**config.mk**
```make
export PLATFORM = sky130hd
export DESIGN_NAME = wbu_stage
export DESIGN_NICKNAME = d
export VERILOG_FILES = /design/src/rtl/wbu_stage.sv
export SDC_FILE = /design/constraint.sdc
export NUM_CORES = 1
export LEC_CHECK = 0
export ABC_CLOCK_PERIOD_IN_PS = 3700
export CAP_MARGIN = 10
export CORE_AREA = 2 2 207 128
export CTS_BUF_LIST = sky130_fd_sc_hd__clkbuf_2 sky130_fd_sc_hd__clkbuf_4 sky130_fd_sc_hd__clkbuf_8
export CTS_CLUSTER_SIZE = 12
export DETAILED_ROUTE_END_ITERATION = 10
export DIE_AREA = 0 0 209 130
export PLACE_DENSITY = 0.77
export SETUP_SLACK_MARGIN = 0.15
export SLEW_MARGIN = 20
export SYNTH_ARGS = -nofsm -noshare
export SYNTH_HDL_FRONTEND = slang
export SYNTH_SLANG_ARGS = --single-unit
```
**constraint.sdc**
```tcl
create_clock -name clk -period 3.7 [get_ports clk]
set_input_delay 0.74 -clock clk [delete_from_list [all_inputs] [get_ports clk]]
set_output_delay 0.74 -clock clk [all_outputs]
set_load 0.02 [all_outputs]
```
**src/rtl/wbu_stage.sv**
```systemverilog
// Writeback stage: captures one retiring instruction, waits for late load
// data if needed, extracts/extends load bytes, and commits GPR/CSR writes
// with a single-cycle retire pulse and an instret counter.
module wbu_stage #(
  parameter int XLEN       = 32,
  parameter int REG_ADDR_W = 5,
  parameter int CNT_W      = 64
) (
  input  logic                  clk,
  input  logic                  rst,
  input  logic                  in_valid,
  output logic                  in_ready,
  input  logic [XLEN-1:0]       in_pc,
  input  logic [XLEN-1:0]       exu_res,
  input  logic [XLEN-1:0]       csr_res,
  input  logic                  csr_res_en,
  input  logic                  load_en,
  input  logic [1:0]            load_size,
  input  logic                  load_unsigned,
  input  logic [2:0]            load_off,
  input  logic [REG_ADDR_W-1:0] rd_addr,
  input  logic                  rd_wen,
  input  logic                  lsu_rvalid,
  input  logic [XLEN-1:0]       lsu_rdata,
  output logic                  rf_wen,
  output logic [REG_ADDR_W-1:0] rf_waddr,
  output logic [XLEN-1:0]       rf_wdata,
  output logic                  wr_en_csr,
  output logic [XLEN-1:0]       data_wr_csr,
  output logic                  retire_valid,
  output logic [XLEN-1:0]       retire_pc,
  output logic [CNT_W-1:0]      instret
);

  localparam int OFF_W = (XLEN == 64) ? 3 : 2;

  typedef enum logic [1:0] {IDLE, WAIT_LOAD, COMMIT} state_t;

  // Shift the raw word down to the addressed byte, then size and extend it.
  // Misaligned offsets are not trapped; whatever bits land low are used.
  function automatic logic [XLEN-1:0] extract(input logic [XLEN-1:0] data,
                                              input logic [1:0]      size,
                                              input logic            uns,
                                              input logic [2:0]      off);
    logic [OFF_W-1:0]   o;
    logic [XLEN-1:0]    sh;
    logic signed [7:0]  b;
    logic signed [15:0] h;
    logic signed [31:0] w;
    logic [XLEN-1:0]    r;
    o  = off[OFF_W-1:0];
    sh = data >> {o, 3'b000};
    b  = sh[7:0];
    h  = sh[15:0];
    w  = sh[31:0];
    case (size)
      2'd0:    r = uns ? XLEN'(sh[7:0])  : XLEN'(b);
      2'd1:    r = uns ? XLEN'(sh[15:0]) : XLEN'(h);
      2'd3:    r = (XLEN == 64) ? sh : (uns ? XLEN'(sh[31:0]) : XLEN'(w));
      default: r = uns ? XLEN'(sh[31:0]) : XLEN'(w);
    endcase
    return r;
  endfunction

  state_t                  state_q;
  logic [XLEN-1:0]         pc_q, csr_q;
  logic                    csr_en_q, rd_wen_q, uns_q;
  logic [REG_ADDR_W-1:0]   rd_q;
  logic [1:0]              size_q;
  logic [2:0]              off_q;

  logic                    retire_valid_q, rf_wen_q, wr_en_csr_q;
  logic [XLEN-1:0]         retire_pc_q, rf_wdata_q, data_wr_csr_q;
  logic [REG_ADDR_W-1:0]   rf_waddr_q;
  logic [CNT_W-1:0]        instret_q;

  logic                    accept;
  logic                    commit_d;
  logic [XLEN-1:0]         pc_d, res_d, csr_d;
  logic [REG_ADDR_W-1:0]   rd_d;
  logic                    rd_wen_d, csr_en_d;

  assign in_ready = (state_q != WAIT_LOAD);
  assign accept   = in_valid && in_ready;

  // Select the payload that commits on the next edge, either straight from
  // the inputs (direct commit) or from the capture registers (late load).
  always_comb begin
    commit_d = 1'b0;
    pc_d     = pc_q;
    res_d    = '0;
    csr_d    = csr_q;
    csr_en_d = csr_en_q;
    rd_d     = rd_q;
    rd_wen_d = rd_wen_q;
    if (state_q == WAIT_LOAD) begin
      if (lsu_rvalid) begin
        commit_d = 1'b1;
        res_d    = extract(lsu_rdata, size_q, uns_q, off_q);
      end
    end else if (accept) begin
      pc_d     = in_pc;
      csr_d    = csr_res;
      csr_en_d = csr_res_en;
      rd_d     = rd_addr;
      rd_wen_d = rd_wen;
      if (!load_en) begin
        commit_d = 1'b1;
        res_d    = exu_res;
      end else if (lsu_rvalid) begin
        commit_d = 1'b1;
        res_d    = extract(lsu_rdata, load_size, load_unsigned, load_off);
      end
    end
  end

  // FSM, capture registers, registered commit outputs and instret.
  always_ff @(posedge clk) begin
    if (rst) begin
      state_q        <= IDLE;
      retire_valid_q <= 1'b0;
      rf_wen_q       <= 1'b0;
      wr_en_csr_q    <= 1'b0;
      retire_pc_q    <= '0;
      rf_waddr_q     <= '0;
      rf_wdata_q     <= '0;
      data_wr_csr_q  <= '0;
      instret_q      <= '0;
    end else begin
      if (accept) begin
        pc_q     <= in_pc;
        csr_q    <= csr_res;
        csr_en_q <= csr_res_en;
        rd_q     <= rd_addr;
        rd_wen_q <= rd_wen;
        size_q   <= load_size;
        uns_q    <= load_unsigned;
        off_q    <= load_off;
      end
      if (commit_d)
        state_q <= COMMIT;
      else if ((accept && load_en) || (state_q == WAIT_LOAD))
        state_q <= WAIT_LOAD;
      else
        state_q <= IDLE;
      retire_valid_q <= commit_d;
      rf_wen_q       <= commit_d && rd_wen_d && (rd_d != '0);
      wr_en_csr_q    <= commit_d && csr_en_d;
      if (commit_d) begin
        retire_pc_q   <= pc_d;
        rf_waddr_q    <= rd_d;
        rf_wdata_q    <= res_d;
        data_wr_csr_q <= csr_d;
      end
      if (retire_valid_q)
        instret_q <= instret_q + CNT_W'(1);
    end
  end

  assign retire_valid = retire_valid_q;
  assign retire_pc    = retire_pc_q;
  assign rf_wen       = rf_wen_q;
  assign rf_waddr     = rf_waddr_q;
  assign rf_wdata     = rf_wdata_q;
  assign wr_en_csr    = wr_en_csr_q;
  assign data_wr_csr  = data_wr_csr_q;
  assign instret      = instret_q;

endmodule

```
==> metrics <==
critical-path maximum fanout=10; Final Setup Violations=0; layout cells sized above 1=0.130; worst clock skew=about 24 ps; post-synthesis instance area=0.0112 mm^2; reg2reg start=instret[19]; postcts setup bufs=0; clock root cell=sky130_fd_sc_hd__clkbuf_8; capture instance of the worst register-to-register path=instret[52]; Worst-Skew Late Latency=~550 ps; per-cell routed wire length=19.4 um; # port buffers=roughly 310; Syn Inst Count=approximately 1,100; Net count, final=between 1,500 and 2,000; dpl ws=roughly 590 ps; overall track demand over capacity in global routing=0.248; run status=completed; most instantiated cells after synthesis=169 x sky130_fd_sc_hd__dfxtp_1, 164 x sky130_fd_sc_hd__nand2_1, 109 x sky130_fd_sc_hd__a21oi_1; placed inst area=approximately 0.015 mm^2; FFs w/ async S/R, synth=0; transition time at the pin with the least slew margin=between 1000 and 1500 ps; Design Area, Final=0.0155 mm^2; Leakage Power=approximately 5.6 nW; core outline area=roughly 0.026 mm^2; most frequently used cell type in the post-synthesis netlist=sky130_fd_sc_hd__dfxtp_1; Min Clock Period, post-route=roughly 2800 ps; worst reg2reg setup slack=between 1000 and 1500 ps; critical hold path startpoint=retire_pc[9]; Synth warnings=0; type of the setup path with the least slack=reg2out; sequential element share of the synthesized area=0.505; worst slew margin relative to its limit=0.253; total number of vias=approximately 10,000; worst-case hold path end point=retire_pc[9]; number of placed instances, taps included=1,748; worst hold slack across all endpoints=approximately 450 ps; Die Footprint=around 0.027 mm^2; worst supply voltage drop on vdd=around 0.00023 V; via/cell ratio=roughly 5.6; clock tree from TritonCTS=done; router iterations before antenna repair=8; hold path depth=2; total of flip-flops plus latches after synthesis=245; startpoint kind of the worst setup timing path=flop; Routability Congestion=roughly 0.99; total of cells resized after clock tree synthesis=0; final count of pins violating max slew=0; Mapped Nets=~1,300; number of global-route vias before repair=9,469; worst path required time=about 3000 ps; cells on worst reg2reg path=5; mean post-synth cell area=9.84 um^2; Initial Utilization=0.438; wire length of the first global-routing pass=about 53,000 um; Antenna Nets Post-Route=0; RSZ-0062 raised after global routing=false; die width=209 um; Fmax=around 360 MHz; Hold Fails Final Rpt=0; final core area utilization=0.605; area fraction of the dominant cell type after synthesis=0.301; antenna violations before repair=1; Starting DRT DRC Count=about 950; worst-case setup margin in the final layout=approximately 900 ps; Row Count=46; clock edge transition at the registers on the reported setup and hold paths=~60 ps; area growth from synthesis to layout=38.1%; fin cells=~1,800; number of clock sinks seen by CTS=roughly 250; number of enable flip-flop cells after synthesis=76; Post-Route Setup TNS=0 ps; leading post-synthesis cells by cell area=sky130_fd_sc_hd__dfxtp_1 30%, sky130_fd_sc_hd__edfxtp_1 20%, sky130_fd_sc_hd__mux2_2 6.8%; count of pins on the block boundary=around 320; Data arrival, critical path=between 2000 and 2500 ps; Setup crit end kind=output pin; maximum number of pins on one net before global-route repair=80; number of different library cells in the post-synthesis netlist=64; worst min path class=reg2reg; total power=6.32 mW; Final HPWL DP=~25,000 um; TritonCTS buffer count=38; post-synthesis cell type with the largest combined area=sky130_fd_sc_hd__dfxtp_1; detailed-route DRC error count=0; power density normalized to cell area=around 400 mW/mm^2; CTS max path bufs=3; max-cap violations=0; remaining global-route overflow=0; final cycle utilization of the critical path=0.756; total routed wirelength=35,200 um; Max H-tree Level=2; height of the die=between 100 and 150 um; CTS Hold Buffers Added=0; leading register cell type out of synthesis=sky130_fd_sc_hd__dfxtp_1
[report_power, final]
| part | switching [mW] | internal (mW) |
|---|---|---|
| sequential | 0.0603 | 2.94 |
| clock | 1.06 | 1.26 |
| combinational | 0.523 | 0.482 |
[layout by cell type, fill, tap and decap left out, types with 24 or more instances in the layout]
cell                              count
sky130_fd_sc_hd__o21ai_0             54
sky130_fd_sc_hd__nor2_1              95
sky130_fd_sc_hd__nand2_1            163
sky130_fd_sc_hd__clkbuf_8            43
sky130_fd_sc_hd__mux2i_1             37
sky130_fd_sc_hd__nand4_1             31
sky130_fd_sc_hd__edfxtp_1            76
sky130_fd_sc_hd__clkdlybuf4s50_1    312
sky130_fd_sc_hd__dfxtp_1            169
sky130_fd_sc_hd__mux2_2              68
sky130_fd_sc_hd__or3_1               25
sky130_fd_sc_hd__a21oi_1            109
sky130_fd_sc_hd__xor2_1              24
[cells by family after synthesis]
group                    count (synthesis)  share of synthesized area
XOR/XNOR                                36                     0.0281
flip-flops                             245                      0.505
adder cells (fa/ha/maj)                  1                    0.00111
buffers and inverters                   83                     0.0318
multiplexers                           114                      0.119
AO/OA/AOI/OAI                          245                      0.131
AND/OR/NAND/NOR                        417                      0.184
[how the worst max path moves through the flow]
stage               cells after the start  slack (ps)   startpoint      endpoint
global route                            4         780   state_q[1]      in_ready
finish                                  4         900   state_q[1]      in_ready
detailed placement                      6         590  load_off[1]  rf_wdata[25]
global placement                        6         640  load_off[1]  rf_wdata[24]
floorplan                               4         260          rst   rf_wdata[0]
CTS                                     4         880   state_q[1]      in_ready
[critical path, cell delays in order (launching register included)]
cell and delay, ps:
sky130_fd_sc_hd__dfxtp_1 300, sky130_fd_sc_hd__buf_4 170, sky130_fd_sc_hd__nor2b_1 240, sky130_fd_sc_hd__inv_1 180
sky130_fd_sc_hd__clkdlybuf4s50_1 610
[state kept, by name, summed over array words and instances, names as in the netlist, 5 cells and up]
signal       flops
instret         64
csr_q           32
data_wr_csr     32
pc_q            32
retire_pc       32
rf_wdata        32
rd_q             5
rf_waddr         5
[layer usage]
layer | up-vias | global-route usage | share of wire
li1 | 4778 | - | -
met1 | 4898 | 0.362 | 0.47
met2 | 439 | 0.352 | 0.42
met3 | 62 | 0.0736 | 0.095
met4 | 0 | 0.0723 | 0.022
met5 | - | 0 | 0
[layout make-up]
type	instances	area, um^2
diodes	1	2.50
clock buffers	62	734
clock inverters	4	27.5
fillers	2139	10100
inverters	18	68.8
multi-input cells	813	5220
flip-flops and latches	245	5670
well taps	336	420
repair buffers	336	3370
Note: power is estimated with default switching activity, not from simulation.
